`src/rtl/riscv_pkg.sv`:
```
// Shared constants and types for the single-cycle RISC-V core.
// The fetch FSM state type lives here so debug tooling can decode dbg_state.
package riscv_pkg;

  localparam int          XLEN      = 32;
  localparam logic [31:0] NOP_INSTR = 32'h0000_0013;

  localparam logic [6:0] OP_LOAD   = 7'b0000011;
  localparam logic [6:0] OP_STORE  = 7'b0100011;
  localparam logic [6:0] OP_BRANCH = 7'b1100011;
  localparam logic [6:0] OP_JAL    = 7'b1101111;
  localparam logic [6:0] OP_JALR   = 7'b1100111;

  typedef enum logic [2:0] {
    IDLE  = 3'd0,
    FETCH = 3'd1,
    VALID = 3'd2,
    DROP  = 3'd3,
    HALT  = 3'd4
  } fetch_state_t;

endpackage

```
`src/rtl/branch_target_adder.sv`:
```
// Combinational branch/jump target: base + imm, bit0 cleared for JALR.
// Flags targets that are not 4-byte aligned; shared with execute.
module branch_target_adder #(
  parameter int XLEN = 32
) (
  input  logic [XLEN-1:0] base,
  input  logic [XLEN-1:0] imm,
  input  logic            jalr,
  output logic [XLEN-1:0] target,
  output logic            misalign
);

  logic [XLEN-1:0] sum;

  assign sum      = base + imm;
  assign target   = {sum[XLEN-1:1], sum[0] & ~jalr};
  assign misalign = (target[1:0] != 2'b00);

endmodule

```
`src/rtl/fetch_unit.sv`:
```
// Instruction fetch stage: owns the PC, fetches over req/ack and hands
// instructions to decode over valid/ready, applying branch/jump redirects.
module fetch_unit #(
  parameter int               XLEN      = riscv_pkg::XLEN,
  parameter logic [XLEN-1:0]  RESET_PC  = '0,
  parameter logic [31:0]      NOP_INSTR = riscv_pkg::NOP_INSTR
) (
  input  logic            clk,
  input  logic            rst_n,
  output logic            imem_req,
  output logic [XLEN-1:0] imem_addr,
  input  logic            imem_ack,
  input  logic [31:0]     imem_rdata,
  output logic            instr_valid,
  input  logic            instr_ready,
  output logic [31:0]     instr,
  output logic [XLEN-1:0] instr_pc,
  input  logic            redirect_valid,
  input  logic [XLEN-1:0] redirect_base,
  input  logic [XLEN-1:0] redirect_imm,
  input  logic            redirect_jalr,
  output logic            misalign,
  output logic [2:0]      dbg_state
);

  import riscv_pkg::*;

  // Handshakes: a memory transfer completes on a rising edge with
  // imem_req=1 and imem_ack=1; req/addr hold until then. A decode transfer
  // completes on a rising edge with instr_valid=1 and instr_ready=1;
  // instr/instr_pc hold while valid is waiting.

  fetch_state_t    state, state_d;
  logic [XLEN-1:0] pc, pc_d;
  logic [XLEN-1:0] pending_target, pending_target_d;
  logic [31:0]     instr_d;
  logic [XLEN-1:0] instr_pc_d;
  logic            misalign_d;
  logic [XLEN-1:0] tgt;
  logic            tgt_misalign;

  branch_target_adder #(.XLEN(XLEN)) u_target (
    .base     (redirect_base),
    .imm      (redirect_imm),
    .jalr     (redirect_jalr),
    .target   (tgt),
    .misalign (tgt_misalign)
  );

  always_ff @(posedge clk or negedge rst_n) begin
    if (!rst_n) begin
      state          <= IDLE;
      pc             <= RESET_PC;
      pending_target <= RESET_PC;
      instr          <= NOP_INSTR;
      instr_pc       <= RESET_PC;
      misalign       <= 1'b0;
    end else begin
      state          <= state_d;
      pc             <= pc_d;
      pending_target <= pending_target_d;
      instr          <= instr_d;
      instr_pc       <= instr_pc_d;
      misalign       <= misalign_d;
    end
  end

  always_comb begin
    state_d          = state;
    pc_d             = pc;
    pending_target_d = pending_target;
    instr_d          = instr;
    instr_pc_d       = instr_pc;
    misalign_d       = misalign;
    if (redirect_valid && state != HALT) begin
      if (tgt_misalign) begin
        misalign_d = 1'b1;
        state_d    = HALT;
      end else if ((state == FETCH || state == DROP) && !imem_ack) begin
        // Request still outstanding: wait out the ack, then jump.
        pending_target_d = tgt;
        state_d          = DROP;
      end else begin
        pc_d    = tgt;
        state_d = FETCH;
      end
    end else begin
      unique case (state)
        IDLE:  state_d = FETCH;
        FETCH: if (imem_ack) begin
                 instr_d    = imem_rdata;
                 instr_pc_d = pc;
                 state_d    = VALID;
               end
        VALID: if (instr_ready) begin
                 pc_d    = pc + XLEN'(4);
                 state_d = FETCH;
               end
        DROP:  if (imem_ack) begin
                 pc_d    = pending_target;
                 state_d = FETCH;
               end
        HALT:  state_d = HALT;
        default: state_d = IDLE;
      endcase
    end
  end

  // DROP keeps presenting the abandoned address, which is still pc.
  assign imem_req    = (state == FETCH) || (state == DROP);
  assign imem_addr   = pc;
  assign instr_valid = (state == VALID);
  assign dbg_state   = state;

endmodule

```
`config.mk`:
```
export PLATFORM = sky130hd
export DESIGN_NAME = fetch_unit
export DESIGN_NICKNAME = d
export VERILOG_FILES = /design/src/rtl/riscv_pkg.sv /design/src/rtl/branch_target_adder.sv /design/src/rtl/fetch_unit.sv
export SDC_FILE = /design/constraint.sdc
export NUM_CORES = 1
export LEC_CHECK = 0
export ABC_CLOCK_PERIOD_IN_PS = 2100
export CORE_AREA = 5 5 138 140
export DETAILED_ROUTE_END_ITERATION = 8
export DIE_AREA = 0 0 143 145
export GPL_TIMING_DRIVEN = 1
export PLACE_DENSITY = 0.85
export SLEW_MARGIN = 30
export SYNTH_ARGS = -nofsm -noshare
export SYNTH_HDL_FRONTEND = slang
export SYNTH_SLANG_ARGS = --single-unit
```
`constraint.sdc`:
```
create_clock -name clk -period 2.1 [get_ports clk]
set_input_delay 0.315 -clock clk [delete_from_list [all_inputs] [get_ports clk]]
set_output_delay 0.315 -clock clk [all_outputs]
set_load 0.01 [all_outputs]
```
==> metrics.txt <==
outcome=complete, but fails checks; violated checks=setup timing; power per cell area=around 1100 nW/µm²; R2R Path Start=imem_addr[11]$_DFFE_PN0P_; # diodes=0; final antenna-violating net count=0; worst-skew pair later-pin latency=420 ps; Final #Nets=1354; Top Usage Layer GRT=met2; Vert. Die Dim=around 150 µm; Synth Area in Simple Gates=0.145; largest family of logic cells by synthesized area=compound AO/OA/AOI/OAI gates; internal cell power=9.76 mW; VDD IR max=0.808 mV; grt met1 use=0.312; leakage power=between 5 and 6 nW; cts bufs inserted=17; All-Layer GR Usage=0.262; cells on worst reg2reg path=9; reg2reg setup slack=-80 ps; vias in the first global route=8619; sw frac=0.350; layout cells sized above 1=0.407; IO Pins=a little over 200; crit path time final=2290 ps; Syn-to-layout area delta=71.4%; via/cell ratio=5.91; Setup TNS Final=-2670 ps; Ys Warns=0; worst-path maximum fanout=3; die width=143 µm; PortBufs=203; Clk network pwr share=0.214; FMAX=436 MHz; commonest non-fill, non-tap cell in the layout=buf_4; initial antenna violation count=0; Cell Rows=49; Root Driver=clkbuf_16; largest net degree at the start of global routing=57; most frequent cells in the layout=201 x buf_4, 150 x clkdlybuf4s50_1, 129 x dfrtp_1; Cells after Synth=809; post-route cell area=13400 µm²; first-pass GRT wire length=43800 µm; Worst R2R End=imem_addr[28]$_DFFE_PN0P_; Worst setup EP type=register; Pwr Total=15.0 mW; post-synthesis mux area share=0.107; DR pass1 iterations=6; TritonCTS clock tree=done; synth unique cells=68; Tcrit/Tclk final=1.09; grt ovf=0; # fillers=1072; Cells after DPL=1380; Logic pwr share=0.495; crit path kind=primary input to register; Post-DP HPWL=18700 µm; final std cells w/o fill=1461; Worst slew margin=0.707; Net Switching=between 5 and 6 mW; routed wire length=between 30000 and 40000 µm; drt wl/cell=20.7 µm; Slew @ Worst Pin=439 ps; Clock Pin Slew Worst Setup and Hold Paths=60 ps; routability cong.=0.931; Reg power frac=0.291; # DRC=0; Top FF cell, synth=dfrtp_1; Fin. Hold Viols=0; Syn Nets=944; max_cap viols=0; GR Layer Usage met3=0.0602; final core occ=0.754; setup ws final=-193 ps; initial DRC count=801; hold slack=385 ps; compound-gate portion of the synthesized area=0.194; initial core utilization=0.440; Critical Path RT=around 2400 ps; clk_skew=9.46 ps; Critical Path Start Type=primary input; Post-DP Area=11500 µm²; arrival time worst endpoint=2580 ps; Async SR Flop Fraction=1.00; RSZ-0062 raised after global routing=true; post-synthesis sequential area ratio=0.424; number of slew-limit violations in the final report=0; total die area=20700 µm²; pre-CTS setup slack=-998 ps; Syn Area/Cell=around 9.6 µm²; CORE AREA=between 15000 and 20000 µm²; XOR/XNOR Fraction of Synth Area=0.0461; Yosys reg bits=roughly 130; worst min-delay path class=primary input to asynchronous set/reset pin; EDFF count, synth=0; via count=8639; H-tree depth=4; Bufs on Longest Clock Path=2; Mapped Area=7800 µm²; # clock sinks=132; Adder-Cell Fraction of Synth Area=0.0539; Global Route met2 Usage=0.444; Setup Viol. Count Final=25
==> cell families (layout without fill, tap and decap cells) <==
logic type,after synthesis,count (layout)
AOI/OAI and AO/OA,233,233
xor gates and xnor gates,41,41
adders and majority gates,33,33
buffers and inverters,60,483
DFF,132,132
muxes,74,74
and+or+nand+nor,236,236
==> flip-flops by register name, summed over array words and instances, names as in the netlist <==
| register | flops |
|---|---|
| imem_addr | 32 |
| instr | 32 |
| instr_pc | 32 |
| pending_target | 32 |
| dbg_state | 3 |
| misalign | 1 |
==> worst max-delay path by stage <==
stage                     slack (ps)                             end  depth (start not counted)              start
final                           -190       imem_addr[18]$_DFFE_PN0P_                         12    redirect_imm[0]
after global routing            -250  pending_target[29]$_DFFE_PN0P_                         10  redirect_base[12]
after CTS                       -190  pending_target[29]$_DFFE_PN0P_                         10   redirect_base[1]
after detailed placement       -1000  pending_target[29]$_DFFE_PN0P_                         10   redirect_base[1]
after global placement          -970       imem_addr[29]$_DFFE_PN0P_                         10   redirect_base[1]
after floorplan                 -340       imem_addr[29]$_DFFE_PN0P_                         10    redirect_imm[6]
==> layout make-up <==
class | count | area (µm²) | share of cell area
multi-input combinational | 617 | 5250 | 0.393
clock buffer | 20 | 467 | 0.0349
timing repair buffer | 430 | 3800 | 0.284
inverter | 21 | 78.8 | 0.00590
clock inverter | 12 | 176 | 0.0132
sequential | 132 | 3310 | 0.247
tap | 229 | 287 | 0.0214
==> layer usage <==
| layer | up-vias | part of all wire |
|---|---|---|
| met2 | 600 | 0.49 |
| met3 | 150 | 0.098 |
| li1 | 3782 | - |
| met5 | - | 0 |
| met4 | 0 | 0.047 |
| met1 | 4107 | 0.37 |
==> power by group through the flow <==
stage          Combinational [mW]  Sequential [mW]  Clock, mW
3_5_place_dp                 6.60             4.36          0
6_report                     7.44             4.38       3.21
4_1_cts                      7.03             4.34       3.25
2_1_floorplan                2.50             4.83          0
5_1_grt                      7.87             4.51       3.36
3_3_place_gp                 6.45             4.29          0
==> cell usage after synthesis, drive strengths merged (4+ instances only) <==
master,count,share of area
nor4,4,0.0032
and2,6,0.0048
a31oi,11,0.0088
a31o,4,0.0045
nand4,12,0.0096
nand2,84,0.041
a22oi,5,0.0048
nor3,12,0.0077
nor3b,4,0.0039
o22ai,4,0.0032
nor2,56,0.027
a21oi,58,0.038
inv,21,0.010
a221o,4,0.0051
buf,14,0.0077
ha,32,0.051
dfrtp,129,0.41
a21o,20,0.019
a211oi,14,0.014
xor2,16,0.018
o211ai,11,0.011
o21bai,5,0.0048
xnor2,25,0.028
and3,8,0.0064
or3,7,0.0056
mux2,74,0.11
nand3,23,0.015
o21a,6,0.0058
o21ai,62,0.040
clkbuf,25,0.012
o31ai,5,0.0066
nor2b,4,0.0032
==> timing repair <==
item | CTS | global route
hold endpoints to repair | 39 | 0
gates resized for setup | 215 | 102
setup endpoints to repair | 63 | 43
pin swaps | 95 | 71
gates cloned | 1 | 0
setup buffers | 30 | 18
hold buffers | 1 | 0
==> critical path, cell delays in order <==
cell,delay (ps)
buf_6,100
ha_4,170
fa_2,400
a21oi_4,190
buf_6,120
o21a_1,150
o21ai_2,110
a31o_4,270
a21oi_4,150
o221ai_4,140
xnor2_2,290
o221ai_2,160
No activity file was read; power rests on OpenSTA's default activity.
